===== src/rtl/fir_decimator_pkg.sv =====
// Shared FIR configuration: default sample/tap widths used by the filter and
// the decimator, plus the sticky status-flag record.
package fir_decimator_pkg;

   localparam int FIR_DATA_WIDTH = 24;
   localparam int FIR_TAP_COUNT  = 128;

   typedef struct packed {
      logic prod_ovf;
      logic sum_ovf;
      logic drop;
   } sticky_flags_t;

endpackage


===== src/rtl/sync_fifo.sv =====
// Single-clock FIFO with show-ahead head output. The head reads as zero while
// empty so the output is well defined straight out of reset. Storage is not
// reset; only pointers and occupancy are.
module sync_fifo
   import fir_decimator_pkg::*;
#(
   parameter int DATA_WIDTH = FIR_DATA_WIDTH,
   parameter int DEPTH      = 4
) (
   input  logic                         clk,
   input  logic                         rst_n,
   input  logic                         push,
   input  logic                         pop,
   input  logic signed [DATA_WIDTH-1:0] din,
   output logic signed [DATA_WIDTH-1:0] dout,
   output logic                         full,
   output logic                         empty,
   output logic [$clog2(DEPTH):0]       level
);

   localparam int PTR_W   = $clog2(DEPTH);
   localparam int LEVEL_W = PTR_W + 1;

   logic signed [DATA_WIDTH-1:0] mem [DEPTH];
   logic [PTR_W-1:0]             wr_ptr;
   logic [PTR_W-1:0]             rd_ptr;
   logic                         wr_en;
   logic                         rd_en;

   assign full  = (level == LEVEL_W'(DEPTH));
   assign empty = (level == '0);

   // A push into a full FIFO only lands when the head leaves in the same edge.
   assign wr_en = push && (!full || pop);
   assign rd_en = pop && !empty;

   assign dout = empty ? '0 : mem[rd_ptr];

   // Sample storage; pointer width makes the wrap modulo DEPTH implicit.
   always_ff @(posedge clk) begin
      if (wr_en) mem[wr_ptr] <= din;
   end

   // Read/write pointers and occupancy count.
   always_ff @(posedge clk or negedge rst_n) begin
      if (!rst_n) begin
         wr_ptr <= '0;
         rd_ptr <= '0;
         level  <= '0;
      end else begin
         if (wr_en) wr_ptr <= wr_ptr + 1'b1;
         if (rd_en) rd_ptr <= rd_ptr + 1'b1;
         case ({wr_en, rd_en})
            2'b10:   level <= level + 1'b1;
            2'b01:   level <= level - 1'b1;
            default: level <= level;
         endcase
      end
   end

endmodule


===== src/rtl/fir_decimator.sv =====
// Keep-one-in-DECIM decimator behind the FIR filter. The FIR output is valid
// one cycle after its enable strobe, so the strobe is delayed once to mark the
// sample cycle. Kept samples go into an output FIFO; product/sum overflow and
// FIFO drops are accumulated into sticky flags.
module fir_decimator
   import fir_decimator_pkg::*;
#(
   parameter int DATA_WIDTH = FIR_DATA_WIDTH,
   parameter int FIR_DEPTH  = FIR_TAP_COUNT,
   parameter int DECIM      = 4,
   parameter int FIFO_DEPTH = 4
) (
   input  logic                         i_clk,
   input  logic                         i_rst,
   input  logic                         i_en,
   input  logic signed [DATA_WIDTH-1:0] iv_din,
   input  logic [FIR_DEPTH-1:0]         iv_prod_overflow,
   input  logic [FIR_DEPTH-1:0]         iv_sum_overflow,
   input  logic                         i_clr_flags,
   input  logic                         i_ready,
   output logic signed [DATA_WIDTH-1:0] ov_dout,
   output logic                         o_valid,
   output logic [$clog2(FIFO_DEPTH):0]  ov_level,
   output logic                         o_prod_ovf,
   output logic                         o_sum_ovf,
   output logic                         o_drop
);

   localparam int                 PHASE_W    = (DECIM > 1) ? $clog2(DECIM) : 1;
   localparam logic [PHASE_W-1:0] PHASE_LAST = PHASE_W'(DECIM - 1);

   logic               en_d;
   logic [PHASE_W-1:0] phase;
   logic               push;
   logic               pop;
   logic               full;
   logic               empty;
   sticky_flags_t      flags;
   sticky_flags_t      flags_set;

   assign push    = en_d && (phase == '0);
   assign pop     = o_valid && i_ready;
   assign o_valid = !empty;

   // Delay the strobe so the sample cycle lines up with the FIR output.
   always_ff @(posedge i_clk or negedge i_rst) begin
      if (!i_rst) en_d <= 1'b0;
      else        en_d <= i_en;
   end

   // Decimation phase: advances once per sample cycle, wraps at DECIM-1.
   always_ff @(posedge i_clk or negedge i_rst) begin
      if (!i_rst)    phase <= '0;
      else if (en_d) phase <= (phase == PHASE_LAST) ? '0 : phase + 1'b1;
   end

   // Set events for the sticky flags; overflow is only meaningful on sample cycles.
   always_comb begin
      flags_set          = '0;
      flags_set.prod_ovf = en_d && (|iv_prod_overflow);
      flags_set.sum_ovf  = en_d && (|iv_sum_overflow);
      flags_set.drop     = push && full && !pop;
   end

   // Sticky flags: a set event in the same cycle as a clear wins.
   always_ff @(posedge i_clk or negedge i_rst) begin
      if (!i_rst) flags <= '0;
      else        flags <= flags_set | (flags & {3{!i_clr_flags}});
   end

   assign o_prod_ovf = flags.prod_ovf;
   assign o_sum_ovf  = flags.sum_ovf;
   assign o_drop     = flags.drop;

   sync_fifo #(
      .DATA_WIDTH (DATA_WIDTH),
      .DEPTH      (FIFO_DEPTH)
   ) u_fifo (
      .clk   (i_clk),
      .rst_n (i_rst),
      .push  (push),
      .pop   (pop),
      .din   (iv_din),
      .dout  (ov_dout),
      .full  (full),
      .empty (empty),
      .level (ov_level)
   );

endmodule

===== config.mk =====
export PLATFORM = sky130hd
export DESIGN_NAME = fir_decimator
export DESIGN_NICKNAME = d
export VERILOG_FILES = /design/src/rtl/fir_decimator_pkg.sv /design/src/rtl/sync_fifo.sv /design/src/rtl/fir_decimator.sv
export SDC_FILE = /design/constraint.sdc
export NUM_CORES = 1
export LEC_CHECK = 0
export CORE_AREA = 2 2 124 126
export CTS_BUF_LIST = sky130_fd_sc_hd__clkbuf_16
export CTS_CLUSTER_SIZE = 20
export DETAILED_ROUTE_END_ITERATION = 12
export DIE_AREA = 0 0 126 128
export DONT_BUFFER_PORTS = 1
export GPL_ROUTABILITY_DRIVEN = 0
export PLACE_DENSITY = 0.55
export SETUP_SLACK_MARGIN = 0.4
export SLEW_MARGIN = 25
export SYNTH_ARGS = -nofsm -noshare
export SYNTH_HDL_FRONTEND = slang
export SYNTH_SLANG_ARGS = --single-unit

===== constraint.sdc =====
create_clock -name i_clk -period 2.3 [get_ports i_clk]
set_clock_uncertainty 0.2 [all_clocks]
set_input_delay 0.23 -clock i_clk [delete_from_list [all_inputs] [get_ports i_clk]]
set_output_delay 0.23 -clock i_clk [all_outputs]
set_load 0.005 [all_outputs]

==> flow_metrics.env, run 1 <==
export IMPL_run_status="finished, violations left"
export IMPL_violations="negative hold slack"
export IMPL_cts_hold_buf=27
export IMPL_dr_pass1_iters=5
export IMPL_slowest_stage="or4b_4"
export IMPL_drt_wl_total_um=17600
export IMPL_fmax_mhz=439
export IMPL_track_usage_pct=20.9
export IMPL_synth_cells=300
export IMPL_ys_warn_count=0
export IMPL_synth_seq_cells=109
export IMPL_cts_tree="built"
export IMPL_p_leak_uw=0.00207
export IMPL_clock_latency_ns=0.34
export IMPL_syn_num_nets=593
export IMPL_syn2layout_area_growth_pct=29.5
export IMPL_fp_dieW_um=126
export IMPL_antenna_found_initial=6
export IMPL_worstPathArrival_ns=2.30
export IMPL_max_cap_violations=0
export IMPL_drv_slew=0
export IMPL_drc=0
export IMPL_grt_max_degree=26
export IMPL_dr_total_vias=3451
export IMPL_cp_cell_sequence="or4b_4 > nor2b_4 > inv_2 > ha_4 > inv_2 > fa_2 > xor2_1 > nor2_1 > xor2_1"
export IMPL_ioPinCount=316
export IMPL_hp_class="in -> reg"
export IMPL_netlist_area_um2=4820
export IMPL_max_slew_margin_pct=57.2
export IMPL_max_slew_worst_pin_slew_ns=0.635
export IMPL_power_density_nw_per_um2=1100
export IMPL_critical_path_required_ns=2.33
export IMPL_first_iter_violations=462
export IMPL_cp_end_kind="register"
export IMPL_cp_slowest_stage_delay_ns=0.52
export IMPL_clock_sinks=109
export IMPL_grt_pass1_wl_um=23700
export IMPL_total_power_uw=6890
export IMPL_clockBufferDepth=2
export IMPL_path_clk_slew_ns=0.07
export IMPL_finalNonFillerCells=568
export IMPL_io_buffers=0
export IMPL_period_minus_slack_ns=2.28
export IMPL_critical_path_class="reg -> reg"
export IMPL_setup_violations=0
export IMPL_postPlaceCellArea_um2=5160
export IMPL_drive_above_1_share_pct=33.3
export IMPL_die_h_um=128
export IMPL_final_nets=666
export IMPL_drtAntennaViolNets=0
export IMPL_hold_ws_ns=-0.0895
export IMPL_utilization_pct=42.0
export IMPL_grt_pass1_vias=3515
export IMPL_fin_area_um2=6240
export IMPL_grt_ovfl_total=0
export IMPL_hold_viol=1
export IMPL_root_buffer="clkbuf_16"
export IMPL_viasPerCell=6.08
export IMPL_initial_core_util_pct=32.4
export IMPL_num_rows=45
export IMPL_synth_cell_types=25
export IMPL_finalCritPeriodShare_pct=98.9
export IMPL_die_area_um2=16100
export IMPL_rsz0062_at_grt="yes"
export IMPL_dp_cells=493
export IMPL_syn_avg_cell_area_um2=16.1
export IMPL_core_area_um2=14900
export IMPL_vdd_ir_drop_max_mv=0.449
export IMPL_critPathMaxFanout=2
export IMPL_start_kind="register"
export IMPL_ys_seq_area_share_pct=66.5
export IMPL_dp_hpwl_um=12400
export IMPL_numCtsBuffers=9
export IMPL_routedWlPerCell_um=31.0
export IMPL_h_tree_depth=3
==> layer usage <==
metal / routed length [um] / share of wire (%) / track usage, % / vias up
li1: - / - / - / 1412
met1: 7130 / 40 / 27.8 / 1712
met2: 7990 / 45 / 31.6 / 291
met3: 2340 / 13 / 10.6 / 28
met4: 119 / 0.68 / 2.78 / 8
met5: 45 / 0.26 / 2.48 / -
==> power by group <==
group | internal, uW | switching, uW
logic | 1610 | 1200
clock network | 771 | 745
registers | 2440 | 112
==> cells in the final DEF (no fill, tap or decap), types with 3 or more instances in the layout <==
| cell | instances |
|---|---|
| and2_4 | 41 |
| buf_12 | 3 |
| buf_16 | 5 |
| buf_4 | 17 |
| buf_6 | 5 |
| clkbuf_16 | 10 |
| dfrtp_1 | 12 |
| dlygate4sd3_1 | 27 |
| edfxtp_1 | 96 |
| ha_1 | 6 |
| inv_1 | 9 |
| mux4_2 | 24 |
| nand2_1 | 4 |
| nand4_1 | 16 |
| nor4_1 | 62 |
| o21ai_1 | 5 |
| or4_1 | 4 |
| xor2_1 | 3 |
==> critical path, delay by kind of cell (launching register included) <==
kind / cells / cell delay [ns]
AND/OR/NAND/NOR: 3 / 0.74
XOR/XNOR: 2 / 0.30
buffers and inverters: 2 / 0.09
flip-flops: 1 / 0.39
adder cells (fa/ha/maj): 2 / 0.46
==> through the flow <==
| stage | setup TNS [ns] | worst slack [ns] |
|---|---|---|
| global route | -0.0741 | -0.0665 |
| floorplan | -0.0999 | -0.0999 |
| detailed placement | -0.0138 | -0.0138 |
| finish | 0 | 0.0243 |
| global placement | 0 | 0.0120 |
| CTS | -0.00293 | -0.00293 |
==> cells by family after synthesis <==
group | count (synthesis) | synth area share, %
compound gates | 8 | 0.856
buf+inv | 21 | 1.87
fa+ha+maj | 8 | 2.23
simple gates | 123 | 16.0
mux | 25 | 11.4
flops | 109 | 66.5
xor+xnor | 6 | 1.09
==> area by class of cell <==
cell class	count	area, um^2
antenna	2	5.00
clock buffer	9	225
clock inverter	7	77.6
fill	1319	8620
inverter	11	41.3
multi-input combinational	182	1740
sequential	109	3210
tap	188	235
timing repair buffer	60	707
==> sequential cells by signal (all words and copies together) (netlist names) <==
signal and cells:
u_fifo.rd_ptr 2, u_fifo.wr_ptr 2, u_fifo.level 3, o_drop 1, phase 2, en_d 1, o_sum_ovf 1, o_prod_ovf 1
u_fifo.mem 96
==> final timing paths <==
kind | startpoint | endpoint | slack, ns | cells after the start
hold reg to reg | u_fifo.level[2] | u_fifo.level[2] | 0.36 | 2
setup / recovery | u_fifo.level[1] | u_fifo.level[2] | 0.02 | 9
hold / removal | i_ready | o_drop | -0.09 | 2
min in group asynchronous | i_rst | o_drop | 0.14 | 1
max in group asynchronous | i_rst | u_fifo.rd_ptr[0] | 1.33 | 1
setup reg to reg | u_fifo.level[1] | u_fifo.level[2] | 0.02 | 9
==> repair_timing <==
item,4_1_cts,5_1_grt
pin swaps,32,19
setup endpoints to repair,123,125
endpoints found under the hold margin,115,1
cloned,17,1
gates resized for setup,61,8
setup buffers,5,7
==> cell usage after synthesis <==
cell / count / area share [%]
and2_1: 29 / 3.8
buf_2: 3 / 0.31
buf_4: 2 / 0.31
clkbuf_1: 5 / 0.39
dfrtp_1: 13 / 6.7
edfxtp_1: 96 / 60
fa_1: 1 / 0.42
ha_1: 7 / 1.8
inv_1: 11 / 0.86
mux2i_1: 1 / 0.21
mux4_2: 24 / 11
nand2_1: 5 / 0.39
nand4_1: 16 / 2.1
nor2_1: 2 / 0.16
nor2b_1: 1 / 0.13
nor4_1: 62 / 8.0
nor4_2: 2 / 0.52
o21ai_0: 3 / 0.31
o21ai_1: 4 / 0.42
o22ai_1: 1 / 0.13
or3_1: 1 / 0.13
or4_1: 4 / 0.62
or4b_1: 1 / 0.21
xnor2_1: 3 / 0.54
xor2_1: 3 / 0.54
No activity file was read; power rests on OpenSTA's default activity.
==> run 2, diff against run 1 <==
Settings changed: ABC_AREA set to 1, CELL_PAD_IN_SITES_DETAIL_PLACEMENT set to 0, CELL_PAD_IN_SITES_GLOBAL_PLACEMENT set to 1, CORE_AREA 2 2 124 126 to 2 2 123 125, DIE_AREA 0 0 126 128 to 0 0 125 127, PLACE_DENSITY 0.55 to 0.78.
==> run 2 against run 1 <==
The flow now finishes without violations. Fmax is 13% higher. Power is 2.5% higher. Area after synthesis is 12% higher. Register-to-register slack better by 0.30 ns. Critical path depth is 2 lower. First-iteration DRC count is 9.5% lower. Sequential share of layout area is 2.8 points lower. Highest routed layer unchanged.
==> flow_metrics.env, run 2 <==
export IMPL_run_status="complete, no violations"
export IMPL_muxShareOfSynthArea_pct=0
export IMPL_grt_pass1_wl_um=21900
export IMPL_synthTopCellsByCount="nor2_1, edfxtp_1, nand2_1"
export IMPL_clock_sinks=109
export IMPL_yosys_area_top_type="edfxtp_1"
export IMPL_num_rows=44
export IMPL_track_usage_pct=18.0
export IMPL_grt_pass1_vias=4190
export IMPL_max_slew_worst_pin_slew_ns=0.676
export IMPL_syn_avg_cell_area_um2=8.87
export IMPL_drc=0
export IMPL_initial_core_util_pct=37.4
export IMPL_numCtsBuffers=9
export IMPL_finalNonFillerCells=841
export IMPL_netlist_area_um2=5390
export IMPL_synth_area_leaders="edfxtp_1, nor2_1, nand2_1"
export IMPL_path_clk_slew_ns=0.07
export IMPL_layout_commonest_cell="nor2_1"
export IMPL_first_iter_violations=418
export IMPL_grt_max_degree=49
export IMPL_hp_class="in -> reg"
export IMPL_synth_cells=608
export IMPL_comb_power_share_pct=40.9
export IMPL_die_area_um2=15900
export IMPL_critical_path_class="reg -> out"
export IMPL_dr_pass1_iters=4
export IMPL_slowest_stage="dfrtp_4"
export IMPL_power_density_nw_per_um2=1070
export IMPL_io_buffers=0
export IMPL_drtAntennaViolNets=0
export IMPL_largest_register="u_fifo.mem"
export IMPL_path_buf_inv=3
export IMPL_grt_ovfl_total=0
export IMPL_dp_cells=784
export IMPL_yosys_area_top_type_share_pct=53.4
export IMPL_period_minus_slack_ns=2.02
export IMPL_r2r_cells=9
export IMPL_routedWlPerCell_um=18.0
export IMPL_power_frac_seq_pct=37.1
export IMPL_fmax_mhz=496
export IMPL_cp_slowest_stage_delay_ns=0.51
export IMPL_n_fill_cell=1317
export IMPL_vdd_ir_drop_max_mv=0.455
export IMPL_switching_share_pct=36.4
export IMPL_hold_depth=8
export IMPL_cp_cell_sequence="buf_12 > buf_8 > nor2_4 > nor2_1 > o21ai_1 > a21oi_1 > buf_4"
export IMPL_most_common_layout_cells="nor2_1, edfxtp_1, nand2_1"
export IMPL_synth_most_common_cell="nor2_1"
export IMPL_ys_seq_area_share_pct=59.5
export IMPL_fp_dieW_um=125
export IMPL_largest_reg_flops=96
export IMPL_setup_violations=0
export IMPL_synth_seq_cells=109
export IMPL_synth_edff_count=96
export IMPL_max_cap_violations=0
export IMPL_viasPerCell=5.20
export IMPL_antenna_found_initial=3
export IMPL_drv_slew=0
export IMPL_critical_path_required_ns=1.87
export IMPL_die_h_um=127
export IMPL_drive_above_1_share_pct=14.0
export IMPL_cp_num_cells=7
export IMPL_p_sw_uw=2570
export IMPL_syn2layout_area_growth_pct=22.7
export IMPL_ioPinCount=316
export IMPL_drt_wl_total_um=15200
export IMPL_max_slew_margin_pct=54.8
export IMPL_reg_largest_list="u_fifo.mem: 96 flops, u_fifo.level: 3 flops"
export IMPL_h_tree_depth=3
export IMPL_hold_viol=0
export IMPL_p_leak_uw=0.00225
export IMPL_start_kind="register"
export IMPL_ys_async_sr_fraction_pct=11.9
export IMPL_cp_end_kind="primary output"
export IMPL_synth_compound_area_share_pct=7.52
export IMPL_dp_hpwl_um=10800
export IMPL_worstPathArrival_ns=1.59
export IMPL_utilization_pct=45.9
export IMPL_clockPowerShare_pct=22.0
export IMPL_clockBufferDepth=2
export IMPL_synthAdderAreaFrac_pct=1.99
export IMPL_p_int_uw=4490
export IMPL_root_buffer="clkbuf_16"
export IMPL_critPathMaxFanout=6
export IMPL_clock_latency_ns=0.34
export IMPL_critPathTopFamily="flip-flops"
export IMPL_syn_num_nets=901
export IMPL_synth_cell_types=24
export IMPL_ys_warn_count=0
export IMPL_synth_simple_area_share_pct=26.0
export IMPL_finalCritPeriodShare_pct=87.7
export IMPL_synth_xor_area_share_pct=0.812
export IMPL_cts_tree="built"
export IMPL_rsz0062_at_grt="yes"
export IMPL_synth_top_family_by_area="simple AND/OR/NAND/NOR gates"
export IMPL_dr_total_vias=4375
export IMPL_final_nets=943
export IMPL_fin_tns_setup_ns=0
export IMPL_ys_flop_type="edfxtp_1"
export IMPL_core_area_um2=14400
## run 2: cell count changes after synthesis, sizes merged, moves of 4 or more
cell   before  now
buf         5   16
nor4       64    0
nand4      16    0
nand2       5   95
nor2        2  272
o21ai       7   55
or4         4    0
and2       29    0
inv        11   17
a21oi       0   26
mux4       24    0
## run 2: final cells by class
class | instances | area (um^2) | area share (%)
antenna | 2 | 5.00 | 0.0756
clock buffer | 9 | 225 | 3.40
clock inverter | 7 | 81.3 | 1.23
inverter | 17 | 97.6 | 1.47
multi-input combinational | 463 | 2160 | 32.7
sequential | 109 | 3220 | 48.6
tap | 184 | 230 | 3.48
timing repair buffer | 50 | 599 | 9.05
## run 2: power groups by stage
| stage | clock, uW | combinational [uW] | sequential (uW) |
|---|---|---|---|
| floorplan | 0 | 1700 | 2570 |
| global placement | 0 | 1970 | 2670 |
| detailed placement | 0 | 2010 | 2680 |
| CTS | 1580 | 2350 | 2610 |
| global route | 1670 | 3210 | 2640 |
| finish | 1550 | 2890 | 2620 |
## run 2: per-stage QoR
step                cell area [um^2]  power (uW)  setup slack, ns  hold slack (ns)
floorplan                       5420        4280            0.266           -0.266
global placement                5630        4640            0.211           -0.262
detailed placement              5630        4700            0.210           -0.262
CTS                             6330        6550            0.309           0.0642
global route                    6620        7510            0.198            0.101
finish                          6620        7060            0.284           0.0511
## run 2: worst reg2reg max path: cells and delay by family (launching register included)
family / cells / cell delay (ns)
xor gates and xnor gates: 1 / 0.15
adders and majority gates: 2 / 0.50
DFF: 1 / 0.45
and+or+nand+nor: 3 / 0.33
buffers and inverters: 1 / 0.03
AOI/OAI and AO/OA: 2 / 0.21
## run 2: cell families (layout without fill, tap and decap cells)
family          Yosys count  in the layout
fa+ha+maj                 8              8
flops                   109            109
buf+inv                  36             83
compound gates           81             81
xor+xnor                  5              5
other cells               0              2
simple gates            369            369
## run 2: path summary, 6_finish.rpt
check	startpoint	to	slack [ns]
worst max-delay path	u_fifo.rd_ptr[0]	ov_dout[15]	0.28
max in group asynchronous	i_rst	u_fifo.rd_ptr[0]	1.24
min in group asynchronous	i_rst	o_drop	0.17
worst max register to register	u_fifo.level[1]	u_fifo.level[2]	0.32
worst min-delay path	iv_sum_overflow[127]	o_sum_ovf	0.05
worst min register to register	o_sum_ovf	o_sum_ovf	0.34
## run 2: what timing repair did
item,CTS,global route
hold endpoints to repair,113,0
setup endpoints to repair,26,54
hold buffers,28,0
gates cloned,0,1
pin swaps,14,28
resized for setup,23,73
buffers inserted,6,4
## run 2: metal layers
layer | GRT usage [%] | vias to the layer above | part of all wire (%)
li1 | - | 2071 | -
met1 | 23.2 | 2022 | 41
met2 | 29.7 | 267 | 49
met3 | 5.32 | 13 | 9.5
met4 | 4.77 | 2 | 1.2
met5 | 3.72 | - | 0.072
==> run 3, diff against run 2 <==
Settings changed: CAP_MARGIN set to 30.
==> results of run 3 <==
Final layout, timing and power as in run 2 (identical DEF).
